==> src/rtl/ram_dp_be.sv <==
// rtl/ram_dp_be.sv - simple dual-port RAM, byte enables, post-reset clear FSM, selectable read latency
// Optional parity storage and checking is enabled by defining RAM_PARITY_EN.
module ram_dp_be #(
    parameter int               WIDTH       = 32,
    parameter int               DEPTH       = 16,
    parameter int               RD_LATENCY  = 1,
    parameter int               WRITE_FIRST = 0,
    parameter logic [WIDTH-1:0] INIT_VALUE  = '0,
    localparam int              NB          = WIDTH / 8,
    localparam int              AW          = (DEPTH > 1) ? $clog2(DEPTH) : 1
) (
    input  logic             clk,
    input  logic             rst_n,
    input  logic             wrEn,
    input  logic [NB-1:0]    wrBe,
    input  logic [AW-1:0]    wraddr,
    input  logic [WIDTH-1:0] wrdata,
    input  logic             rdEn,
    input  logic [AW-1:0]    rdaddr,
    output logic [WIDTH-1:0] rddata,
    output logic             rdValid,
    output logic             initBusy
`ifdef RAM_PARITY_EN
    ,
    input  logic [NB-1:0]    wrParInv,
    output logic [NB-1:0]    rdParErr
`endif
);

    localparam bit            FULL_RANGE = (DEPTH == (1 << AW));
    localparam logic [AW-1:0] LAST_ADDR  = AW'(DEPTH - 1);

    typedef enum logic {S_INIT, S_RUN} state_t;

    state_t          state_q, state_d;
    logic [AW-1:0]   cnt_q, cnt_d;
    logic            wr_in, rd_in;
    logic            wr_go, rd_go, collide;
    logic [WIDTH-1:0] rd_word;
    logic [WIDTH-1:0] mem [DEPTH];

    always_ff @(posedge clk or negedge rst_n) begin
        if (!rst_n) begin
            state_q <= S_INIT;
            cnt_q   <= '0;
        end else begin
            state_q <= state_d;
            cnt_q   <= cnt_d;
        end
    end

    always_comb begin
        state_d = state_q;
        cnt_d   = cnt_q;
        if (state_q == S_INIT) begin
            cnt_d = cnt_q + 1'b1;
            if (cnt_q == LAST_ADDR) begin
                state_d = S_RUN;
                cnt_d   = '0;
            end
        end
    end

    assign initBusy = (state_q == S_INIT);

    // Addresses can only fall outside the array when DEPTH is not a power of two.
    generate
        if (FULL_RANGE) begin : g_full
            assign wr_in = 1'b1;
            assign rd_in = 1'b1;
        end else begin : g_part
            assign wr_in = (wraddr < AW'(DEPTH));
            assign rd_in = (rdaddr < AW'(DEPTH));
        end
    endgenerate

    assign wr_go   = wrEn && (state_q == S_RUN) && wr_in;
    assign rd_go   = rdEn && (state_q == S_RUN);
    assign collide = wr_go && (wraddr == rdaddr);

`ifdef RAM_PARITY_EN
    logic [NB-1:0] mem_par [DEPTH];
    logic [NB-1:0] rd_err;

    function automatic logic [NB-1:0] byte_par(input logic [WIDTH-1:0] d);
        logic [NB-1:0] p;
        for (int i = 0; i < NB; i++) begin
            p[i] = ^d[8*i +: 8];
        end
        return p;
    endfunction
`endif

    always_ff @(posedge clk) begin
        if (state_q == S_INIT) begin
            mem[cnt_q] <= INIT_VALUE;
`ifdef RAM_PARITY_EN
            mem_par[cnt_q] <= byte_par(INIT_VALUE);
`endif
        end else if (wr_go) begin
            for (int i = 0; i < NB; i++) begin
                if (wrBe[i]) begin
                    mem[wraddr][8*i +: 8] <= wrdata[8*i +: 8];
`ifdef RAM_PARITY_EN
                    mem_par[wraddr][i] <= (^wrdata[8*i +: 8]) ^ wrParInv[i];
`endif
                end
            end
        end
    end

    // Merged bytes on a write-first collision carry the parity the write would have stored.
    always_comb begin
        rd_word = '0;
`ifdef RAM_PARITY_EN
        rd_err  = '0;
`endif
        if (rd_in) begin
            rd_word = mem[rdaddr];
`ifdef RAM_PARITY_EN
            rd_err  = byte_par(mem[rdaddr]) ^ mem_par[rdaddr];
`endif
            if ((WRITE_FIRST != 0) && collide) begin
                for (int i = 0; i < NB; i++) begin
                    if (wrBe[i]) begin
                        rd_word[8*i +: 8] = wrdata[8*i +: 8];
`ifdef RAM_PARITY_EN
                        rd_err[i] = wrParInv[i];
`endif
                    end
                end
            end
        end
    end

`ifdef RAM_PARITY_EN
    localparam int PL = WIDTH + NB;
    logic [PL-1:0] rd_pay;
    assign rd_pay = {rd_err, rd_word};
`else
    localparam int PL = WIDTH;
    logic [PL-1:0] rd_pay;
    assign rd_pay = rd_word;
`endif

    logic          st_valid;
    logic [PL-1:0] st_pay;

    generate
        if (RD_LATENCY == 2) begin : g_lat2
            logic          s1_valid;
            logic [PL-1:0] s1_pay;
            always_ff @(posedge clk or negedge rst_n) begin
                if (!rst_n) begin
                    s1_valid <= 1'b0;
                    s1_pay   <= '0;
                end else begin
                    s1_valid <= rd_go;
                    if (rd_go) begin
                        s1_pay <= rd_pay;
                    end
                end
            end
            assign st_valid = s1_valid;
            assign st_pay   = s1_pay;
        end else begin : g_lat1
            assign st_valid = rd_go;
            assign st_pay   = rd_pay;
        end
    endgenerate

    always_ff @(posedge clk or negedge rst_n) begin
        if (!rst_n) begin
            rddata  <= '0;
            rdValid <= 1'b0;
        end else begin
            rdValid <= st_valid;
            if (st_valid) begin
                rddata <= st_pay[WIDTH-1:0];
            end
        end
    end

`ifdef RAM_PARITY_EN
    always_ff @(posedge clk or negedge rst_n) begin
        if (!rst_n) begin
            rdParErr <= '0;
        end else begin
            rdParErr <= st_valid ? st_pay[PL-1:WIDTH] : '0;
        end
    end
`endif

endmodule

==> config.mk <==
export PLATFORM = sky130hd
export DESIGN_NAME = ram_dp_be
export DESIGN_NICKNAME = d
export VERILOG_FILES = /design/src/rtl/ram_dp_be.sv
export SDC_FILE = /design/constraint.sdc
export NUM_CORES = 1
export LEC_CHECK = 0
export BUFFER_PORTS_ARGS = -buffer_cell sky130_fd_sc_hd__buf_2
export CORE_MARGIN = 1.5
export CORE_UTILIZATION = 50
export DETAILED_ROUTE_END_ITERATION = 16
export HOLD_SLACK_MARGIN = 0.05
export PLACE_DENSITY = 0.65
export SLEW_MARGIN = 40
export SYNTH_ARGS = -nofsm -noshare
export SYNTH_HDL_FRONTEND = slang
export SYNTH_SLANG_ARGS = --single-unit
==> constraint.sdc <==
create_clock -name clk -period 3 [get_ports clk]
set_input_delay 0.3 -clock clk [delete_from_list [all_inputs] [get_ports clk]]
set_output_delay 0.3 -clock clk [all_outputs]
set_load 0.02 [all_outputs]
==> results of run 1 <==
cells in the final DEF (no fill, tap or decap), drive strengths merged, types with 37 or more instances in the layout:
master and count:
a21oi 37, a22oi 72, buf 165, clkbuf 74
dfrtp 38, edfxtp 512, mux2i 262, nand2 122
nand3 74, nor3 64
stage by stage:
step	cells	worst slack, ps	hold slack (ps)	util [%]	cell area, um2
2_1_floorplan	1348	717	4.41	-	21900
3_3_place_gp	2016	185	374	54.3	23400
3_5_place_dp	2016	428	387	54.5	23500
4_1_cts	2114	406	234	58.6	25300
5_1_grt	2114	255	241	58.6	25300
6_report	2114	461	245	58.6	25300
cell type report:
| class | instances | area (um2) |
|---|---|---|
| multi-input combinational | 714 | 5250 |
| clock inverter | 23 | 262 |
| clock buffer | 74 | 1490 |
| fill | 3255 | 17800 |
| inverter | 2 | 7.51 |
| timing repair buffer | 166 | 1180 |
| sequential | 550 | 16300 |
| tap | 585 | 732 |
per-layer routing:
layer | global-route usage [%] | up-vias
li1 | - | 5494
met1 | 31.8 | 6064
met2 | 36.3 | 389
met3 | 3.68 | 68
met4 | 6.13 | 0
met5 | 0 | -
path summary, 6_finish.rpt:
path	end	startpoint	cells past startpoint	slack, ps
worst min-delay path	mem[3][5]$_DFFE_PP_	wrdata[5]	3	240
min in group asynchronous	rddata[4]$_DFFE_PN0P_	rst_n	2	270
max in group asynchronous	rddata[19]$_DFFE_PN0P_	rst_n	3	1930
worst min register to register	rddata[0]$_DFFE_PN0P_	rddata[0]$_DFFE_PN0P_	2	470
worst max register to register	mem[11][24]$_DFFE_PP_	state_q$_DFF_PN0_	5	460
worst max-delay path	mem[11][24]$_DFFE_PP_	state_q$_DFF_PN0_	5	460
sequential cells by signal (all words and copies together) (netlist names):
name	count
mem	512
rddata	32
cnt_q	4
rdValid	1
state_q	1
cells by family (layout without fill, tap and decap cells):
| group | count (synthesis) | after routing | share of synthesized area [%] |
|---|---|---|---|
| flip-flops | 550 | 550 | 74.7 |
| AO/OA/AOI/OAI | 112 | 112 | 3.40 |
| adder cells (fa/ha/maj) | 1 | 1 | 0.0572 |
| multiplexers | 265 | 265 | 12.5 |
| AND/OR/NAND/NOR | 335 | 335 | 7.43 |
| XOR/XNOR | 1 | 1 | 0.0401 |
| buffers and inverters | 84 | 265 | 1.91 |
repair_timing:
item | CTS | global route
hold endpoints to repair | 19 | 0
hold buffers | 1 | 0
resized for setup | 0 | 0
setup buffers | 0 | 0
endpoints found under the setup margin | 0 | 0
worst min-delay path, cell delays in order:
cell and delay, ps:
buf_2 70, and2_1 100, buf_4 210
report_power, final:
part / total (mW) / internal, mW / switching [mW]
registers: 8.50 / 8.47 / 0.0343
logic: 1.02 / 0.326 / 0.694
clock network: 6.71 / 3.97 / 2.74
==> impl_metrics.toml, run 1 <==
[clock_tree]
insertion_delay_ps = 590
cts_tree = "built"
cts_buffers = 54
htree_num_levels = 2
path_clk_slew_ps = 60
cts-root-buf = "clkbuf_16"
clock-sinks = 550
clock_path_buffers = 3

[global_route]
grt_pass1_vias = 12007
grt_pass1_wl_mm = 73.6
grt_max_degree = 65
grt_overflow = 0
antenna_found_initial = 0
grt_usage_pct = 22.5

[die]
rows = 76
die_height_um = 212
initial_utilization_pct = 50.7
die_x_um = 212
io_pins = 82
dieArea_um2 = 45000
core_um2 = 43100

[timing]
worst_pin_slew_ps = 756
fmax_mhz = 394
final.setup.tns_ps = 0
fin_crit_sh_pct = 84.6
fin_skew_ps = 14.7
relSlewSlack_pct = 49.3
setup_viol = 0
rsz0062_at_grt = "false"
final_max_slew_viol_count = 0
hold_viol = 0
fin_crit_ps = 2540

[layout]
finalNetCount = 1537
num_antenna_cells = 0
drive_above_1_share_pct = 18.1
synthToLayoutAreaGrowth_pct = 15.6

[synth]
synthTopCellsByArea = "edfxtp_1, mux2i_1, dfrtp_1, a22oi_1, nand2_1"
yosysWarnings = 0
yosysMostFrequentCell = "edfxtp_1"
syn_area_um2 = 21900
async_flop_share_pct = 6.91
yosysSeqAreaShare_pct = 74.7
synth.distinct_cells = 30
synth_flop_cell = "edfxtp_1"
synth_top_area_share_pct = 70.4
synth_edf_count = 512
synth-seq-cells = 550
syn_inst = 1348
synth_nets = 1397
yosysTopAreaCell = "edfxtp_1"
syn_area_per_cell_um2 = 16.2
synthTopCellsByCount = "edfxtp_1, mux2i_1, nand2_1"

[setup_path]
crit_slowest_cell = "and2_1"
crit_type = "register to register"
arrival_ps = 2830
crit_top_cell = "buf_4"
critPathMaxFanout = 21
critical_path_buf_inv_count = 2
max_stage_delay_ps = 630
worstPathRequired_ps = 3300
path_delay_family = "simple AND/OR/NAND/NOR gates"
startpoint_type = "register"
cp-end-kind = "register"
cp_cell_sequence = "nand2_1 -> nor2_4 -> buf_4 -> buf_4 -> and2_1"

[routing]
dr.pass1.iters = 5
viasPerCell = 5.68
wl_mm = 49.3
wl_met1_mm = 21.3
drt_iter0_markers = 838
post-route-drc-count = 0
wl_per_cell_um = 23.3
wl_met3_mm = 3.25
vias = 12015
maxUsedRoutingLayer = "met4"
route.met2.wl_mm = 23.7
drt.antenna.violating_nets = 0

[place]
port_buffers = 81
gp_congestion = 0.773
dp.final_hpwl_mm = 29.6

[power_and_ir_drop]
p_leak_nw = 9.74
ir_worst_vdd_uv = 543
pwr_density_cell_nw_per_um2 = 643
power_mw = 16.2

[min_path]
hold_path.class = "input port to register"

[job]
maxCapViolations = 0

[status]
status = "finished, final reports clean"
Note: power is estimated with default switching activity, not from simulation.
==> inputs of run 2 (changes only) <==
ABC_AREA = 1   (was unset)
clock period = 2.4 ns   (was 3 ns; I/O delays follow)
==> impl_metrics.toml, run 2 <==
[global_route]
antenna_found_initial = 0
grt_usage_pct = 25.5
grt_max_degree = 129
grt_overflow = 0
grt_pass1_vias = 15040
grt_pass1_wl_mm = 89.6

[layout]
num_antenna_cells = 0
top_regs = "mem (512), rddata (32), cnt_q (4)"
final_cell_area_um2 = 26300
layout_common_cells = "nand2_1, edfxtp_1, nand3_1, buf_4, nor2_1"
largest_reg_flops = 512
drive_above_1_share_pct = 14.8
finalNetCount = 2228
multi_input_area_um2 = 5620
fillCellCount = 3531
regMostFlops = "mem"
seq_area_um2 = 16300
layout_commonest_cell = "nand2_1"
synthToLayoutAreaGrowth_pct = 15.6

[status]
status = "finished, final reports clean"

[setup_path]
arrival_ps = 2510
worstPathRequired_ps = 2740
cp_cell_sequence = "nand2_1 -> inv_2 -> o21ai_4 -> nand2_4 -> nand2_1 -> nand2_1 -> nor2_4 -> nand2_2 -> nor2_1 -> buf_4"
reg2reg_from = "state_q$_DFF_PN0_"
critPathMaxFanout = 9
crit_slowest_cell = "dfrtp_1"
endpoint = "mem[14][23]$_DFFE_PP_"
crit_start = "state_q$_DFF_PN0_"
r2r_setup_slack_ps = 230
reg2reg_depth = 10
crit_type = "register to register"
cp-end-kind = "register"
r2r-end = "mem[14][23]$_DFFE_PP_"
startpoint_type = "register"
crit_top_cell = "nand2_1"
max_stage_delay_ps = 420

[routing]
drt.antenna.violating_nets = 0
viasPerCell = 5.50
post-route-drc-count = 0
vias = 15482
wl_mm = 58.8
wl_per_cell_um = 20.9
drt_iter0_markers = 1723
dr.pass1.iters = 8

[synth]
syn_area_um2 = 22800
synth-seq-cells = 550
synthTopCellsByArea = "edfxtp_1, nand2_1, nand3_1, dfrtp_1, nor2_1"
syn_inst = 2035
yosysWarnings = 0
synth.distinct_cells = 22
synthTopCellsByCount = "nand2_1, edfxtp_1, nand3_1"
synth_top_area_share_pct = 67.6
yosysTopAreaCell = "edfxtp_1"
yosysMostFrequentCell = "nand2_1"
synth_edf_count = 512
synth_flop_cell = "edfxtp_1"
syn_area_per_cell_um2 = 11.2
async_flop_share_pct = 6.91
synth_nets = 2084
yosysSeqAreaShare_pct = 71.7

[clock_tree]
cts_tree = "built"
htree_num_levels = 2
clock_path_buffers = 3
clock-sinks = 550
cts_buffers = 55
insertion_delay_ps = 620
cts-root-buf = "clkbuf_16"
path_clk_slew_ps = 60

[power_and_ir_drop]
p_leak_nw = 10.7
pwr_density_cell_nw_per_um2 = 817
ir_worst_vdd_uv = 577

[job]
maxCapViolations = 0

[timing]
rsz0062_at_grt = "false"
setup_viol = 0
relSlewSlack_pct = 41.4
fin_skew_ps = 27.6
final.setup.tns_ps = 0
worst_pin_slew_ps = 880
fin_crit_ps = 2170
hold_viol = 0
fin_crit_sh_pct = 90.4
final_max_slew_viol_count = 0
fmax_mhz = 461

[die]
io_pins = 82
die_height_um = 216
initial_utilization_pct = 51.0
dieArea_um2 = 46800
rows = 77
core_um2 = 44600
die_x_um = 216

[place]
gp_congestion = 0.931
port_buffers = 81
dp.final_hpwl_mm = 35.6
placed_cell_area_um2 = 24300

[min_path]
hold_path.class = "input port to asynchronous set/reset pin"
-- run 2: cell types whose count changed after synthesis, sizes merged, moves of 23 or more --
cell   before  now
a21oi      37    4
a22oi      72    0
and2       33    0
buf        51   94
inv         1   47
mux2i     262    0
nand2     122  809
nand3      74  393
nand4      24    1
nor2        7  104
nor3       64    0
-- run 2: worst max-delay path, delay by kind of cell (launching register included) --
| family | cells | cell delay, ps |
|---|---|---|
| flip-flops | 1 | 420 |
| AO/OA/AOI/OAI | 1 | 150 |
| AND/OR/NAND/NOR | 7 | 1090 |
| buffers and inverters | 2 | 230 |
-- run 2: worst min path at each step --
stage / from / end / slack (ps)
2_1_floorplan: rst_n / cnt_q[0]$_DFFE_PN0N_ / -60
3_3_place_gp: rst_n / rddata[11]$_DFFE_PN0P_ / 190
3_5_place_dp: rst_n / rddata[10]$_DFFE_PN0P_ / 190
4_1_cts: rst_n / rddata[16]$_DFFE_PN0P_ / 80
5_1_grt: rst_n / rddata[19]$_DFFE_PN0P_ / 120
6_report: rst_n / rddata[18]$_DFFE_PN0P_ / 100
-- run 2: area by class of cell --
type | instances | share of cell area, %
Sequential cell | 550 | 62.1
Multi-Input combinational cell | 1319 | 21.4
Clock buffer | 76 | 5.96
Timing Repair Buffer | 206 | 5.64
Tap cell | 592 | 2.82
Clock inverter | 27 | 1.43
Inverter | 47 | 0.699
-- run 2: what timing repair did --
item,in CTS,in global routing
buffers inserted,0,0
hold endpoints to repair,13,0
setup endpoints to repair,0,11
hold buffers,1,0
resized for setup,0,2
-- run 2: layer usage --
layer	wire length [um]	share of wire, %	global-route usage (%)	vias to the layer above
met5	0	0	0	-
met4	1770	3.0	8.82	0
met3	5070	8.6	5.00	125
met2	26800	46	38.8	673
met1	25200	43	36.9	7451
li1	-	-	-	7233
-- run 2: cells by family (layout without fill, tap and decap cells) --
group,Yosys count,count (layout),share of synthesized area (%)
AOI/OAI and AO/OA,9,9,0.297
adders and majority gates,1,1,0.0550
buffers and inverters,166,356,3.59
DFF,550,550,71.7
and+or+nand+nor,1309,1309,24.3
-- run 2: per-stage QoR --
step	cells	power (mW)	util (%)	hold WS [ps]	worst slack (ps)
3_5_place_dp	2713	12.6	54.6	194	152
2_1_floorplan	2035	11.9	-	-55.6	495
3_3_place_gp	2713	12.6	54.6	185	234
4_1_cts	2817	21.6	58.9	81.1	169
5_1_grt	2817	22.1	58.9	122	111
6_report	2817	21.5	58.9	95.2	231
-- run 2: where the power goes --
| part | switching, mW | total [mW] | internal [mW] |
|---|---|---|---|
| Sequential | 0.0383 | 10.7 | 10.7 |
| Combinational | 1.25 | 1.70 | 0.453 |
| Clock | 3.57 | 9.10 | 5.52 |
| Total | 4.86 | 21.5 | 16.6 |
==> inputs of run 3 (changes only) <==
REMOVE_ABC_BUFFERS = 1   (was unset)
==> impl_metrics.toml, run 3 (same netlist as run 2, synthesis figures left out) <==
[status]
status = "finished, final reports clean"

[power_and_ir_drop]
pwr-share-seq_pct = 50.7
ir_worst_vdd_uv = 509
power.switching_mw = 4.81
p_int_mw = 16.3
p_leak_nw = 10.6
comb_power_share_pct = 8.0
p_sw_share_pct = 22.8
clkPwrFrac_pct = 41.2
power_mw = 21.1
pwr_density_cell_nw_per_um2 = 805

[timing]
fin_skew_ps = 17.8
fmax_mhz = 474
rsz0062_at_grt = "false"
fin_crit_sh_pct = 87.9
worst_pin_slew_ps = 695
setup_viol = 0
final_max_slew_viol_count = 0
relSlewSlack_pct = 53.6
hold_slack_ps = 155
fin_ws_ps = 291
fin_crit_ps = 2110
hold_viol = 0
final.setup.tns_ps = 0

[layout]
layout_commonest_cell = "nand2_1"
final_cell_count_no_fill = 2818
drive_above_1_share_pct = 14.6
final_util_pct = 58.7
layout_common_cells = "nand2_1, edfxtp_1, nand3_1, buf_4, nor2_1"
synthToLayoutAreaGrowth_pct = 15.1
largest_reg_flops = 512
final_cell_area_um2 = 26200
regMostFlops = "mem"
finalNetCount = 2230
top_regs = "mem (512), rddata (32), cnt_q (4)"

[job]
maxCapViolations = 0

[routing]
viasPerCell = 5.45
drt_iter0_markers = 1743
vias = 15351
drt.antenna.violating_nets = 0
dr.pass1.iters = 6
wl_per_cell_um = 20.8
post-route-drc-count = 0
wl_mm = 58.6

[setup_path]
arrival_ps = 2430
critPathMaxFanout = 9
cp-end-kind = "register"
startpoint_type = "register"
worstPathRequired_ps = 2720
crit_type = "register to register"

[global_route]
grt_pass1_vias = 14712
grt_max_degree = 129
grt_usage_pct = 25.4
grt_pass1_wl_mm = 88.3
antenna_found_initial = 2
grt_overflow = 0

[die]
die_x_um = 216
initial_utilization_pct = 51.0
dieArea_um2 = 46800
io_pins = 82
core_um2 = 44600
rows = 77
die_height_um = 216

[min_path]
hold_path.class = "input port to asynchronous set/reset pin"

[place]
port_buffers = 81
dp.final_hpwl_mm = 36.2
placed_cell_area_um2 = 24400
post-place-ws_ps = 367
gp_congestion = 0.865
placedCellCount = 2717

[clock_tree]
cts_buffers = 53
clock_path_buffers = 3
cts-root-buf = "clkbuf_16"
path_clk_slew_ps = 60
clock-sinks = 550
insertion_delay_ps = 610
cts_tree = "built"
cts_resized = 0
htree_num_levels = 2
==> run 3: cell types whose count changed in the layout (fill, tap and decap cells not counted) <==
cell	change
diode_2	+2
nor2_2	-2
clkbuf_8	-4
clkbuf_1	-6
buf_4	+5
bufinv_16	-1
clkbuf_16	-1
nor2_1	+2
buf_12	-1
clkinv_1	+8
clkinv_8	-1
==> run 3: final cells by class <==
type                    instances  area [um2]
repair buffers                210        1500
multi-input cells            1319        5620
well taps                     592         741
clock buffers                  65        1460
clock inverters                33         359
flip-flops and latches        550       16300
inverters                      47         184
diodes                          2        5.00
fillers                      3621       18400
==> run 3: worst max-delay path, stage by stage, from the launching register on <==
cell	delay (ps)
dfrtp_1	410
nand2_1	100
inv_2	70
o21ai_4	120
nand2_4	120
nand2_1	80
nand2_1	120
nor2_4	190
nand2_2	230
nor2_1	180
buf_4	190
==> run 3: power groups by stage <==
stage	clock [mW]	sequential (mW)	combinational [mW]
floorplan	0	11.0	0.735
global placement	0	10.9	1.68
detailed placement	0	10.9	1.69
CTS	8.80	10.7	1.70
global route	9.14	10.7	1.85
finish	8.70	10.7	1.70
==> run 3: layer usage <==
layer	global-route usage (%)	part of all wire (%)
met1	36.9	43
met2	38.4	45
met3	4.84	9.4
met4	9.21	2.9
met5	0	0
==> run 3: repair_timing <==
action                                 4_1_cts  5_1_grt
endpoints found under the hold margin       38        0
buffers inserted                             0        0
setup endpoints to repair                    0        0
hold buffers                                 1        0
==> run 3: final timing paths <==
check | startpoint | end | slack, ps | depth (start not counted)
max in group asynchronous | rst_n | rddata[8]$_DFFE_PN0P_ | 1590 | 3
max | state_q$_DFF_PN0_ | mem[1][16]$_DFFE_PP_ | 290 | 10
min in group clk | rdaddr[3] | rddata[19]$_DFFE_PN0P_ | 180 | 5
min | rst_n | rddata[18]$_DFFE_PN0P_ | 160 | 2
min reg2reg | rddata[19]$_DFFE_PN0P_ | rddata[19]$_DFFE_PN0P_ | 480 | 2
max reg2reg | state_q$_DFF_PN0_ | mem[1][16]$_DFFE_PP_ | 290 | 10
